`config.mk`:
```
export PLATFORM = sky130hd
export DESIGN_NAME = fetch_sequencer_flat
export DESIGN_NICKNAME = d
export VERILOG_FILES = /design/src/rtl/fetch_sequencer_pkg.sv /design/src/rtl/fetch_sequencer_if.sv /design/src/rtl/fetch_sequencer_pc_counter.sv /design/src/rtl/fetch_sequencer.sv /design/src/flat_wrapper.sv
export SDC_FILE = /design/constraint.sdc
export NUM_CORES = 1
export LEC_CHECK = 0
export ABC_AREA = 1
export ABC_CLOCK_PERIOD_IN_PS = 1300
export BUFFER_PORTS_ARGS = -buffer_cell sky130_fd_sc_hd__buf_2
export CAP_MARGIN = 20
export CORE_ASPECT_RATIO = 0.75
export CORE_MARGIN = 4
export CORE_UTILIZATION = 40
export DETAILED_ROUTE_END_ITERATION = 6
export PLACE_DENSITY = 0.71
export SYNTH_ARGS = -nofsm -noshare
export SYNTH_HDL_FRONTEND = slang
export SYNTH_SLANG_ARGS = --single-unit
```
`constraint.sdc`:
```
create_clock -name CLK -period 1.3 [get_ports CLK]
set_input_delay 0.13 -clock CLK [delete_from_list [all_inputs] [get_ports CLK]]
set_output_delay 0.13 -clock CLK [all_outputs]
set_load 0.02 [all_outputs]
```
`src/rtl/fetch_sequencer_pkg.sv`:
```
// Shared CPU sequencing definitions: state encoding, default widths/opcodes and
// the program-byte layout used by the fetch and accumulator blocks.
package fetch_sequencer_pkg;

  localparam int unsigned PC_W_DEF    = 12;
  localparam logic [3:0]  HALT_OP_DEF = 4'b1111;

  typedef enum logic [1:0] {
    ST_IDLE  = 2'd0,
    ST_FETCH = 2'd1,
    ST_EXEC  = 2'd2,
    ST_HALT  = 2'd3
  } seq_state_e;

  typedef struct packed {
    logic [3:0] instr;
    logic [3:0] oprnd;
  } prog_byte_t;

  // Upper nibble is the opcode, lower nibble the operand.
  function automatic prog_byte_t split_byte(input logic [7:0] b);
    return prog_byte_t'(b);
  endfunction

endpackage

```
`src/rtl/fetch_sequencer_if.sv`:
```
// Bus between the fetch sequencer and its environment (program ROM, jump
// source, execute-phase consumers).
interface fetch_sequencer_if
  import fetch_sequencer_pkg::*;
#(
  parameter int unsigned PC_W = PC_W_DEF
);

  logic            en;
  logic            rom_valid;
  logic [7:0]      prog_byte;
  logic            load_pc;
  logic [PC_W-1:0] pc_in;

  logic [PC_W-1:0] pc;
  logic [3:0]      instr;
  logic [3:0]      oprnd;
  logic            fetch_en;
  logic            acc_en;
  logic            phase;
  logic            halted;

  modport master (
    output en, rom_valid, prog_byte, load_pc, pc_in,
    input  pc, instr, oprnd, fetch_en, acc_en, phase, halted
  );

  modport slave (
    input  en, rom_valid, prog_byte, load_pc, pc_in,
    output pc, instr, oprnd, fetch_en, acc_en, phase, halted
  );

endinterface

```
`src/rtl/fetch_sequencer_pc_counter.sv`:
```
// Program counter register with load (jump), increment and hold; arithmetic
// wraps modulo 2^PC_W with no carry out.
module pc_counter
  import fetch_sequencer_pkg::*;
#(
  parameter int unsigned PC_W = PC_W_DEF
) (
  input  logic            clk_i,
  input  logic            rst_ni,
  input  logic            inc_i,
  input  logic            load_i,
  input  logic [PC_W-1:0] load_val_i,
  output logic [PC_W-1:0] pc_o
);

  logic [PC_W-1:0] pc_q;
  logic [PC_W-1:0] pc_d;

  // Load wins over increment; the sequencer never requests both at once.
  always_comb begin
    pc_d = pc_q;
    if (load_i) begin
      pc_d = load_val_i;
    end else if (inc_i) begin
      pc_d = pc_q + PC_W'(1);
    end
  end

  always_ff @(posedge clk_i or negedge rst_ni) begin
    if (!rst_ni) begin
      pc_q <= '0;
    end else begin
      pc_q <= pc_d;
    end
  end

  assign pc_o = pc_q;

endmodule

```
`src/rtl/fetch_sequencer.sv`:
```
// Fetch/execute sequencer: steps IDLE -> FETCH -> EXEC, captures the program
// byte, drives the PC counter and stops permanently on the halt opcode.
module fetch_sequencer
  import fetch_sequencer_pkg::*;
#(
  parameter int unsigned PC_W    = PC_W_DEF,
  parameter logic [3:0]  HALT_OP = HALT_OP_DEF
) (
  input  logic               CLK,
  input  logic               RESET,
  fetch_sequencer_if.slave   bus
);

  seq_state_e      state_q;
  logic [3:0]      instr_q;
  logic [3:0]      oprnd_q;
  logic            phase_q;
  logic            halted_q;

  logic            fetch_en;
  logic            acc_en;
  logic            pc_load;
  logic            is_halt_op;
  logic [PC_W-1:0] pc;
  prog_byte_t      fetched;

  assign fetched    = split_byte(bus.prog_byte);
  assign is_halt_op = (instr_q == HALT_OP);

  // Strobes are decoded from the current state only, so they are one-hot by
  // construction and both fall to zero whenever EN is low.
  always_comb begin
    fetch_en = 1'b0;
    acc_en   = 1'b0;
    pc_load  = 1'b0;
    case (state_q)
      ST_FETCH: fetch_en = bus.en & bus.rom_valid;
      ST_EXEC: begin
        acc_en  = bus.en & ~is_halt_op;
        pc_load = acc_en & bus.load_pc;
      end
      default: ;
    endcase
  end

  pc_counter #(
    .PC_W (PC_W)
  ) u_pc (
    .clk_i      (CLK),
    .rst_ni     (RESET),
    .inc_i      (fetch_en),
    .load_i     (pc_load),
    .load_val_i (bus.pc_in),
    .pc_o       (pc)
  );

  always_ff @(posedge CLK or negedge RESET) begin
    if (!RESET) begin
      state_q  <= ST_IDLE;
      instr_q  <= 4'h0;
      oprnd_q  <= 4'h0;
      phase_q  <= 1'b0;
      halted_q <= 1'b0;
    end else if (bus.en) begin
      case (state_q)
        ST_IDLE: state_q <= ST_FETCH;
        ST_FETCH: begin
          if (fetch_en) begin
            instr_q <= fetched.instr;
            oprnd_q <= fetched.oprnd;
            state_q <= ST_EXEC;
            phase_q <= 1'b1;
          end
        end
        ST_EXEC: begin
          phase_q <= 1'b0;
          if (is_halt_op) begin
            state_q  <= ST_HALT;
            halted_q <= 1'b1;
          end else begin
            state_q  <= ST_FETCH;
          end
        end
        default: state_q <= ST_HALT;
      endcase
    end
  end

  assign bus.pc       = pc;
  assign bus.instr    = instr_q;
  assign bus.oprnd    = oprnd_q;
  assign bus.fetch_en = fetch_en;
  assign bus.acc_en   = acc_en;
  assign bus.phase    = phase_q;
  assign bus.halted   = halted_q;

  a_strobe_exclusive : assert property (@(posedge CLK) disable iff (!RESET)
    !(fetch_en && acc_en));

  a_halt_sticky : assert property (@(posedge CLK) disable iff (!RESET)
    halted_q |=> halted_q);

endmodule

```
`src/flat_wrapper.sv`:
```
// flat-port wrapper written by rule: the top's interface ports become plain ports
module fetch_sequencer_flat import fetch_sequencer_pkg::*;
#(
  parameter int unsigned PC_W    = PC_W_DEF,
  parameter logic [3:0]  HALT_OP = HALT_OP_DEF
)
  (CLK, RESET, bus_en, bus_rom_valid, bus_prog_byte, bus_load_pc, bus_pc_in, bus_pc, bus_instr, bus_oprnd, bus_fetch_en, bus_acc_en, bus_phase, bus_halted);
  fetch_sequencer_if #(.PC_W(PC_W)) bus_i ();
  input  logic CLK;
  input  logic RESET;
  input wire logic [$bits(bus_i.en)-1:0] bus_en;
  input wire logic [$bits(bus_i.rom_valid)-1:0] bus_rom_valid;
  input wire logic [$bits(bus_i.prog_byte)-1:0] bus_prog_byte;
  input wire logic [$bits(bus_i.load_pc)-1:0] bus_load_pc;
  input wire logic [$bits(bus_i.pc_in)-1:0] bus_pc_in;
  output wire logic [$bits(bus_i.pc)-1:0] bus_pc;
  output wire logic [$bits(bus_i.instr)-1:0] bus_instr;
  output wire logic [$bits(bus_i.oprnd)-1:0] bus_oprnd;
  output wire logic [$bits(bus_i.fetch_en)-1:0] bus_fetch_en;
  output wire logic [$bits(bus_i.acc_en)-1:0] bus_acc_en;
  output wire logic [$bits(bus_i.phase)-1:0] bus_phase;
  output wire logic [$bits(bus_i.halted)-1:0] bus_halted;
  assign bus_i.en = bus_en;
  assign bus_i.rom_valid = bus_rom_valid;
  assign bus_i.prog_byte = bus_prog_byte;
  assign bus_i.load_pc = bus_load_pc;
  assign bus_i.pc_in = bus_pc_in;
  assign bus_pc = bus_i.pc;
  assign bus_instr = bus_i.instr;
  assign bus_oprnd = bus_i.oprnd;
  assign bus_fetch_en = bus_i.fetch_en;
  assign bus_acc_en = bus_i.acc_en;
  assign bus_phase = bus_i.phase;
  assign bus_halted = bus_i.halted;
  fetch_sequencer #(.PC_W(PC_W), .HALT_OP(HALT_OP)) u_core (.CLK(CLK), .RESET(RESET), .bus(bus_i));
endmodule
```
==> flow_metrics.tcl, run 1 <==
set metrics [dict create \
    drive_gt1_frac 0.4514 \
    cp_data_arrival_time_ns 1.24 \
    yosysWarnings 0 \
    drt_first_iter_violations 86 \
    gp_congestion 0.8851 \
    wire_per_inst_um 12.38 \
    finClkSkew_ns 0.002590 \
    ff_latch_area_um2 613.1 \
    required_ns 1.17 \
    track_usage 0.1658 \
    grt_max_degree 25 \
    totalWireLength_um 3651 \
    timing.critical_path.buf_inv 3 \
    p_int_mw 2.329 \
    tightest_slew_ns 0.5429 \
    utilization 0.6614 \
    power_density_nw_per_um2 1988 \
    synth_area_per_cell_um2 7.528 \
    fin_crit_ns 1.374 \
    fmax_ghz 0.7279 \
    grt_pass1_vias 1163 \
    finalHoldViolCount 0 \
    final_cell_mix "nand2_1, buf_2, buf_4" \
    antenna_left 0 \
    clkPwrFrac 0.163 \
    dp_hpwl_um 2549 \
    antenna-diode-count 0 \
    clk_latency_ns 0.27 \
    critPathLaunchType "register" \
    cts.sinks 24 \
    power.net_switching_mw 1.697 \
    rows 17 \
    hp-class "input port to register" \
    finalNetCount 284 \
    die_w_um 74.65 \
    max_cap_viol_count 0 \
    grt-ovfl-total 0 \
    port_buffers 48 \
    crit_path_top_delay_cell "dfrtp_2" \
    r2r-start "u_core.bus.instr[0]" \
    routed-via-count 1438 \
    period_share 1.057 \
    clockBufferDepth 2 \
    crit_start "u_core.bus.instr[0]" \
    path_max_fanout 3 \
    slew_headroom 0.6381 \
    ios 49 \
    status "finished with violations" \
    p_leak_nw 1.098 \
    antenna_found_initial 0 \
    crit_family "flip-flops" \
    min_from "bus_prog_byte[2]" \
    grt_first_pass_wirelength_um 5437 \
    final.setup.tns_ns -0.07386 \
    slowest_delay_ns 0.43 \
    sw_frac_of_total 0.4215 \
    ys_seq_area_frac 0.4507 \
    multi_input_area_um2 706.9 \
    final_common_cell "nand2_1" \
    cts_max_level 1 \
    combPwrFrac 0.489 \
    via_per_inst 4.875 \
    cts_tree "done" \
    fin_cells 295 \
    start_util 0.4350 \
    end_kind "primary output" \
    yosysUniqueCellTypes 25 \
    vdd_ir_drop_max_v 0.001057 \
    violations "setup timing" \
    fp.coreArea_um2 3063 \
    synthesis.nets 203 \
    seq_power_share 0.348 \
    fill_cells 275 \
    ys_ff_latch 24 \
    dp.cells 274 \
    drv_slew 0 \
    setup_viol 1 \
    worstPathCellList "nand2_2, inv_2, nand2_4, inv_4, nor3_4, buf_6" \
    cts_buffers 3 \
    rsz0062_at_grt "yes" \
    synthCells 177 \
    critPathKind "register to primary output" \
    synth_area_um2 1333 \
    die_y_um 57.99 \
    drcViolationCount 0 \
    cts-root-buf "clkbuf_8" \
    setup_ws_ns -0.07386 \
    area_growth_pct 52.02 \
    die_area_um2 4328 \
    path_clk_slew_ns 0.09 \
    dr.pass1.iters 4 \
]
==> power groups by stage <==
stage | Sequential (mW) | Combinational [mW] | Clock, mW
after CTS | 1.35 | 1.81 | 0.679
after global routing | 1.45 | 2.16 | 0.706
after floorplan | 1.76 | 0.634 | 0
after global placement | 1.36 | 1.70 | 0
after detailed placement | 1.36 | 1.72 | 0
final | 1.40 | 1.97 | 0.657
==> final cells by class <==
| cell class | instances | share of cell area |
|---|---|---|
| Multi-Input combinational cell | 132 | 0.3490 |
| Clock buffer | 3 | 0.02038 |
| Inverter | 17 | 0.03397 |
| Sequential cell | 24 | 0.3027 |
| Clock inverter | 1 | 0.01482 |
| Tap cell | 38 | 0.02347 |
| Timing Repair Buffer | 80 | 0.2557 |
==> per-layer routing <==
metal / wire length (µm) / global-route usage
met1: 1650 / 0.2361
met2: 1731 / 0.2491
met3: 230 / 0.04159
met4: 38 / 0.04569
met5: 0 / 0
==> registers in the layout (all words and copies together) (netlist names) <==
name,flops
u_core.bus.halted,1
u_core.bus.instr,4
u_core.bus.oprnd,4
u_core.bus.phase,1
u_core.state_q,2
u_core.u_pc.pc_o,12
==> synth_stat cells, drive strengths merged <==
library cell  number  share of area
o21bai             1         0.0056
nor3               1         0.0075
o21ai              7          0.026
a21oi              4          0.018
nand3b             1         0.0056
a21o               1         0.0056
buf                4          0.026
nor2              17          0.061
inv               17          0.048
ha                 1         0.0094
dfrtp             24           0.45
xor2               2          0.013
xnor2              2          0.013
nand2             68           0.20
nand3             19          0.075
nand4              8          0.038
==> kinds of logic after synthesis <==
| kind of cell | after synthesis | synth area share |
|---|---|---|
| AND/OR/NAND/NOR | 114 | 0.3840 |
| flip-flops | 24 | 0.4507 |
| buffers and inverters | 21 | 0.07417 |
| AO/OA/AOI/OAI | 13 | 0.05540 |
| XOR/XNOR | 4 | 0.02630 |
| adder cells (fa/ha/maj) | 1 | 0.009388 |
==> worst register-to-register path: stages, from the launching register on <==
cell and delay (ns):
dfrtp_2 0.43, nand2_2 0.07, inv_2 0.04, nand2_4 0.07, buf_4 0.13, nand3_4 0.10, nand2_4 0.11, inv_4 0.05
nand2_1 0.06, nand3_1 0.09
==> timing repair <==
item                                    4_1_cts  5_1_grt
hold endpoints to repair                     24        0
hold buffers                                  1        0
pin swaps                                     3       15
endpoints found under the setup margin        4       15
resized for setup                             9       25
buffers inserted                              7        9
==> final timing paths <==
kind	to	slack, ns	cells past startpoint
max	bus_acc_en	-0.07	6
min	u_core.bus.oprnd[2]	0.05	3
max in group asynchronous	u_core.u_pc.pc_o[0]	0.54	2
min reg2reg	u_core.bus.oprnd[2]	0.47	2
max reg2reg	u_core.u_pc.pc_o[1]	0.03	9
min in group asynchronous	u_core.state_q[1]	0.37	2
==> per-stage QoR <==
step	cell area, µm²	hold WS, ns	total power [mW]	setup WS, ns
2_1_floorplan	1351	-0.1656	2.394	0.005336
3_3_place_gp	1717	0.1515	3.061	0.01810
3_5_place_dp	1717	0.1490	3.080	-0.01208
4_1_cts	1876	0.04731	3.836	-0.1003
5_1_grt	2026	0.04908	4.310	-0.1420
6_report	2026	0.05378	4.027	-0.07386
(Power assumes the default switching activity.)
==> inputs of run 2 (changes only) <==
--- a/config.mk
+++ b/config.mk
@@ -14,6 +14,7 @@
 export CORE_UTILIZATION = 40
 export DETAILED_ROUTE_END_ITERATION = 6
 export PLACE_DENSITY = 0.71
+export REMOVE_ABC_BUFFERS = 1
 export SYNTH_ARGS = -nofsm -noshare
 export SYNTH_HDL_FRONTEND = slang
 export SYNTH_SLANG_ARGS = --single-unit
==> run 2 against run 1 <==
- the flow still finishes with violations (setup timing)
- count of clock-buffer cells in the layout did not move
- die area stayed put
- clock skew increased by 0.0049 ns
- worst hold slack better by 0.00099 ns
- first-iteration DRC count rose by 37%
- flip-flop and latch count unchanged
- combinational power is 6% higher
- critical path type unchanged
==> flow_metrics.tcl, run 2 (synthesis results as in run 1) <==
set metrics [dict create \
    status "finished with violations" \
    ff_latch_area_um2 601.8 \
    antenna_found_initial 0 \
    clockBufferDepth 2 \
    grt_max_degree 25 \
    final_common_cell "nand2_1" \
    crit_start "u_core.state_q[0]" \
    path_clk_slew_ns 0.09 \
    cts.sinks 24 \
    crit_family "flip-flops" \
    setup_ws_ns -0.07400 \
    tightest_slew_ns 0.5501 \
    grt_first_pass_wirelength_um 6203 \
    start_util 0.4350 \
    setup_viol 7 \
    routed-via-count 1466 \
    finClkSkew_ns 0.007500 \
    die_w_um 74.65 \
    via_per_inst 4.969 \
    drv_slew 0 \
    cp_num_cells 3 \
    timing.critical_path.buf_inv 2 \
    r2r-end "u_core.u_pc.pc_o[4]" \
    slowest_delay_ns 0.47 \
    wire_per_inst_um 14.16 \
    r2r_slack_ns -0.02 \
    rows 17 \
    required_ns 1.17 \
    antenna-diode-count 0 \
    antenna_left 0 \
    ios 49 \
    dp_hpwl_um 2480 \
    cts_buffers 3 \
    crit_top_cell "buf_6" \
    grt_pass1_vias 1327 \
    grt-ovfl-total 0 \
    cts_tree "done" \
    critPathKind "register to primary output" \
    path_max_fanout 5 \
    fmax_ghz 0.7278 \
    port_buffers 48 \
    cp_data_arrival_time_ns 1.24 \
    drcViolationCount 0 \
    max_cap_viol_count 0 \
    utilization 0.6932 \
    multi_input_area_um2 755.7 \
    hp-class "input port to register" \
    fin_crit_ns 1.374 \
    track_usage 0.1866 \
    cts_max_level 1 \
    vdd_ir_drop_max_v 0.001188 \
    area_growth_pct 59.34 \
    crit_end "bus_acc_en" \
    drive_gt1_frac 0.4553 \
    fp.coreArea_um2 3063 \
    cts-root-buf "clkbuf_8" \
    dr.pass1.iters 4 \
    gp_congestion 0.8214 \
    end_kind "primary output" \
    crit_path_top_delay_cell "dfrtp_2" \
    clk_latency_ns 0.27 \
    rsz0062_at_grt "yes" \
    period_share 1.057 \
    fin_area_um2 2123 \
    finalHoldViolCount 0 \
    final_cell_mix "nand2_1, buf_2, dfrtp_1" \
    violations "setup timing" \
    totalWireLength_um 4176 \
    slew_headroom 0.6333 \
    drt_first_iter_violations 118 \
    die_y_um 57.99 \
    r2r-start "u_core.state_q[0]" \
    finalNetCount 284 \
    critPathLaunchType "register" \
    place_area_um2 1708 \
    fill_cells 248 \
    largest_reg_flops 12 \
    worstPathCellList "buf_6, nor3_4, buf_6" \
    p_leak_nw 1.164 \
    power_density_nw_per_um2 1946 \
    die_area_um2 4328 \
    rr_worst_depth 6 \
]
[run 2: layout make-up]
cell class,instances,share of cell area
Tap cell,38,0.02239
Clock inverter,1,0.01414
Timing Repair Buffer,80,0.2746
Multi-Input combinational cell,132,0.3559
Clock buffer,3,0.01945
Sequential cell,24,0.2834
Inverter,17,0.03005
[run 2: what timing repair did]
| action | CTS | global route |
|---|---|---|
| endpoints found under the hold margin | 24 | 0 |
| cloned | 0 | 1 |
| pin swaps | 6 | 13 |
| buffers inserted | 13 | 6 |
| gates resized for setup | 17 | 32 |
| hold buffers | 1 | 0 |
| endpoints found under the setup margin | 5 | 20 |
[run 2: worst min path at each step]
stage,slack (ns),startpoint,cells past startpoint,end
final,0.05,bus_prog_byte[3],3,u_core.bus.oprnd[3]
after global routing,0.05,bus_pc_in[0],3,u_core.u_pc.pc_o[0]
after CTS,0.05,bus_prog_byte[3],3,u_core.bus.oprnd[3]
after detailed placement,0.15,RESET,1,u_core.bus.halted
after global placement,0.15,RESET,1,u_core.bus.halted
after floorplan,-0.17,RESET,0,u_core.bus.halted
[run 2: worst register-to-register path: cells and delay by family (launching register included)]
family	cells	cell delay (ns)
buf+inv	3	0.40
simple gates	3	0.39
flops	1	0.47
[run 2: per-layer routing]
| metal | wire length, µm | vias to the layer above | track usage | part of all wire |
|---|---|---|---|---|
| li1 | - | 733 | - | - |
| met2 | 2059 | 53 | 0.2954 | 0.49 |
| met5 | 0 | - | 0 | 0 |
| met4 | 14 | 0 | 0.04315 | 0.0034 |
| met3 | 339 | 2 | 0.04679 | 0.081 |
| met1 | 1763 | 678 | 0.2564 | 0.42 |
[run 2: where the power goes]
| group | switching, mW | internal [mW] |
|---|---|---|
| Sequential | 0.327 | 1.06 |
| Combinational | 1.19 | 0.887 |
| Clock | 0.254 | 0.412 |
| Total | 1.77 | 2.36 |
[run 2: per-stage QoR]
stage	setup WS, ns	std cells	setup TNS [ns]	power, mW	hold WS (ns)
floorplan	-0.1502	173	-1.001	2.345	-0.1656
global placement	0.03628	272	0	2.980	0.1474
detailed placement	-0.03687	272	-0.07008	3.010	0.1514
CTS	-0.1035	290	-0.3164	3.875	0.04969
global route	-0.1445	295	-1.113	4.416	0.05406
finish	-0.07400	295	-0.1890	4.132	0.05476
==> inputs of run 3 (changes only) <==
--- a/config.mk
+++ b/config.mk
@@ -9,11 +9,13 @@
 export ABC_CLOCK_PERIOD_IN_PS = 1300
 export BUFFER_PORTS_ARGS = -buffer_cell sky130_fd_sc_hd__buf_2
 export CAP_MARGIN = 20
+export CELL_PAD_IN_SITES_DETAIL_PLACEMENT = 0
+export CELL_PAD_IN_SITES_GLOBAL_PLACEMENT = 1
 export CORE_ASPECT_RATIO = 0.75
 export CORE_MARGIN = 4
-export CORE_UTILIZATION = 40
+export CORE_UTILIZATION = 31
 export DETAILED_ROUTE_END_ITERATION = 6
-export PLACE_DENSITY = 0.71
+export PLACE_DENSITY = 0.77
 export REMOVE_ABC_BUFFERS = 1
 export SYNTH_ARGS = -nofsm -noshare
 export SYNTH_HDL_FRONTEND = slang
==> run 3 against run 2 <==
- the flow still finishes with violations (setup timing)
- worst setup slack better by 0.028 ns
- worst hold slack worse by 0.00058 ns
- sequential share of layout area is 1.1 points higher
- first-iteration DRC count is 56% lower
- flip-flop and latch count stayed put
- sequential power is 3% lower
- via count is 6.3% lower
- wire length is 9.7% lower
- count of clock-buffer cells in the layout stayed put
- combinational power is 3% lower
- final cell count is 5.4% higher
- non-clock buffer count is 1 lower
==> flow_metrics.tcl, run 3 (synthesis results as in run 1) <==
set metrics [dict create \
    status "finished with violations" \
    violations "setup timing" \
    r2r-start "u_core.u_pc.pc_o[1]" \
    cp_data_arrival_time_ns 1.22 \
    fin_crit_ns 1.346 \
    cts_max_level 1 \
    antenna-diode-count 0 \
    path_max_fanout 2 \
    die_area_um2 5422 \
    pre_cts_slack_ns -0.006850 \
    rr_worst_depth 7 \
    dp_hpwl_um 2711 \
    clockBufferDepth 2 \
    drv_slew 0 \
    dr.pass1.iters 4 \
    cts_buffers 3 \
    vdd_ir_drop_max_v 0.0009302 \
    max_cap_viol_count 0 \
    finClkSkew_ns 0.002914 \
    drive_gt1_frac 0.4258 \
    timing.critical_path.buf_inv 3 \
    power_density_nw_per_um2 1977 \
    period_share 1.036 \
    setup_viol 4 \
    drt_first_iter_violations 52 \
    fmax_ghz 0.7427 \
    die_y_um 64.78 \
    final.setup.tns_ns -0.1077 \
    rows 20 \
    grt_max_degree 25 \
    fill_cells 436 \
    crit_path_top_delay_cell "dfrtp_1" \
    antenna_found_initial 0 \
    clk_latency_ns 0.27 \
    totalWireLength_um 3770 \
    ios 49 \
    area_growth_pct 53.24 \
    cp_num_cells 6 \
    rsz0062_at_grt "yes" \
    wire_per_inst_um 12.12 \
    die_w_um 83.71 \
    port_buffers 48 \
    critPathKind "register to primary output" \
    crit_end "bus_acc_en" \
    gp_congestion 0.8409 \
    setup_ws_ns -0.04641 \
    min_from "bus_prog_byte[0]" \
    p_leak_nw 1.104 \
    cts.sinks 24 \
    required_ns 1.17 \
    grt_pass1_vias 1353 \
    r2r-end "u_core.u_pc.pc_o[7]" \
    drcViolationCount 0 \
    worstPathCellList "nand2_1, inv_1, nand2_2, inv_2, nor3_2, buf_4" \
    grt-ovfl-total 0 \
    routed-via-count 1373 \
    cts_tree "done" \
    path_clk_slew_ns 0.09 \
    start_util 0.3247 \
    utilization 0.4976 \
    slowest_delay_ns 0.39 \
    r2r_slack_ns -0.02 \
    tightest_slew_ns 0.5564 \
    slew_headroom 0.6291 \
    hp-class "input port to register" \
    final_common_cell "nand2_1" \
    cts-root-buf "clkbuf_8" \
    antenna_left 0 \
    track_usage 0.1445 \
    crit_start "u_core.bus.instr[0]" \
    largest_reg_flops 12 \
    finalHoldViolCount 0 \
    fp.coreArea_um2 4104 \
    end_kind "primary output" \
    critPathLaunchType "register" \
    crit_family "flip-flops" \
    via_per_inst 4.415 \
    finalNetCount 283 \
    grt_first_pass_wirelength_um 6437 \
    final_cell_mix "nand2_1, buf_2, buf_4" \
    power_mw 4.036 \
]
-- run 3: changes by cell type in the layout (fill, tap and decap cells not counted), sizes merged --
cell,delta
clkbuf,-1
-- run 3: tightest hold or removal path, stage by stage --
cell	delay (ns)
buf_2	0.07
nand2_1	0.04
nand2_1	0.05
-- run 3: what timing repair did --
action | in CTS | in global routing
cloned | 0 | 0
pin swaps | 3 | 14
hold endpoints to repair | 24 | 0
buffers inserted | 8 | 4
endpoints found under the setup margin | 8 | 14
gates resized for setup | 10 | 25
hold buffers | 1 | 0
-- run 3: layout make-up --
cell class | instances | area (µm²) | share of cell area
Multi-Input combinational cell | 132 | 711.9 | 0.3487
Clock buffer | 3 | 41.29 | 0.02022
Clock inverter | 1 | 30.03 | 0.01471
Sequential cell | 24 | 601.8 | 0.2947
Tap cell | 55 | 68.82 | 0.03370
Timing Repair Buffer | 79 | 519.2 | 0.2543
Inverter | 17 | 68.82 | 0.03370
-- run 3: worst min path at each step --
| stage | endpoint | slack (ns) | cells past startpoint |
|---|---|---|---|
| after floorplan | u_core.bus.halted | -0.17 | 0 |
| after global placement | u_core.bus.halted | 0.16 | 1 |
| after detailed placement | u_core.bus.halted | 0.16 | 1 |
| after CTS | u_core.bus.oprnd[0] | 0.05 | 3 |
| after global routing | u_core.bus.oprnd[3] | 0.05 | 3 |
| final | u_core.bus.oprnd[0] | 0.05 | 3 |
-- run 3: routing by layer --
metal | routed length (µm) | up-vias | part of all wire | global-route usage
li1 | - | 728 | - | -
met1 | 1910 | 613 | 0.51 | 0.1989
met2 | 1656 | 30 | 0.44 | 0.2292
met3 | 186 | 2 | 0.049 | 0.03812
met4 | 17 | 0 | 0.0045 | 0.03012
met5 | 0 | - | 0 | 0
-- run 3: power breakdown --
group	switching [mW]	internal (mW)	leakage (nW)
clock	0.254	0.412	0.0357
combinational	1.16	0.861	0.775
sequential	0.289	1.06	0.293
total	1.70	2.33	1.10
-- run 3: metrics by stage --
stage                     cells  cell area (µm²)  hold slack [ns]
after floorplan             173             1297          -0.1656
after global placement      294             1754           0.1553
after detailed placement    294             1754           0.1555
after CTS                   307             1926          0.04712
after global routing        311             2042          0.05410
final                       311             2042          0.05418
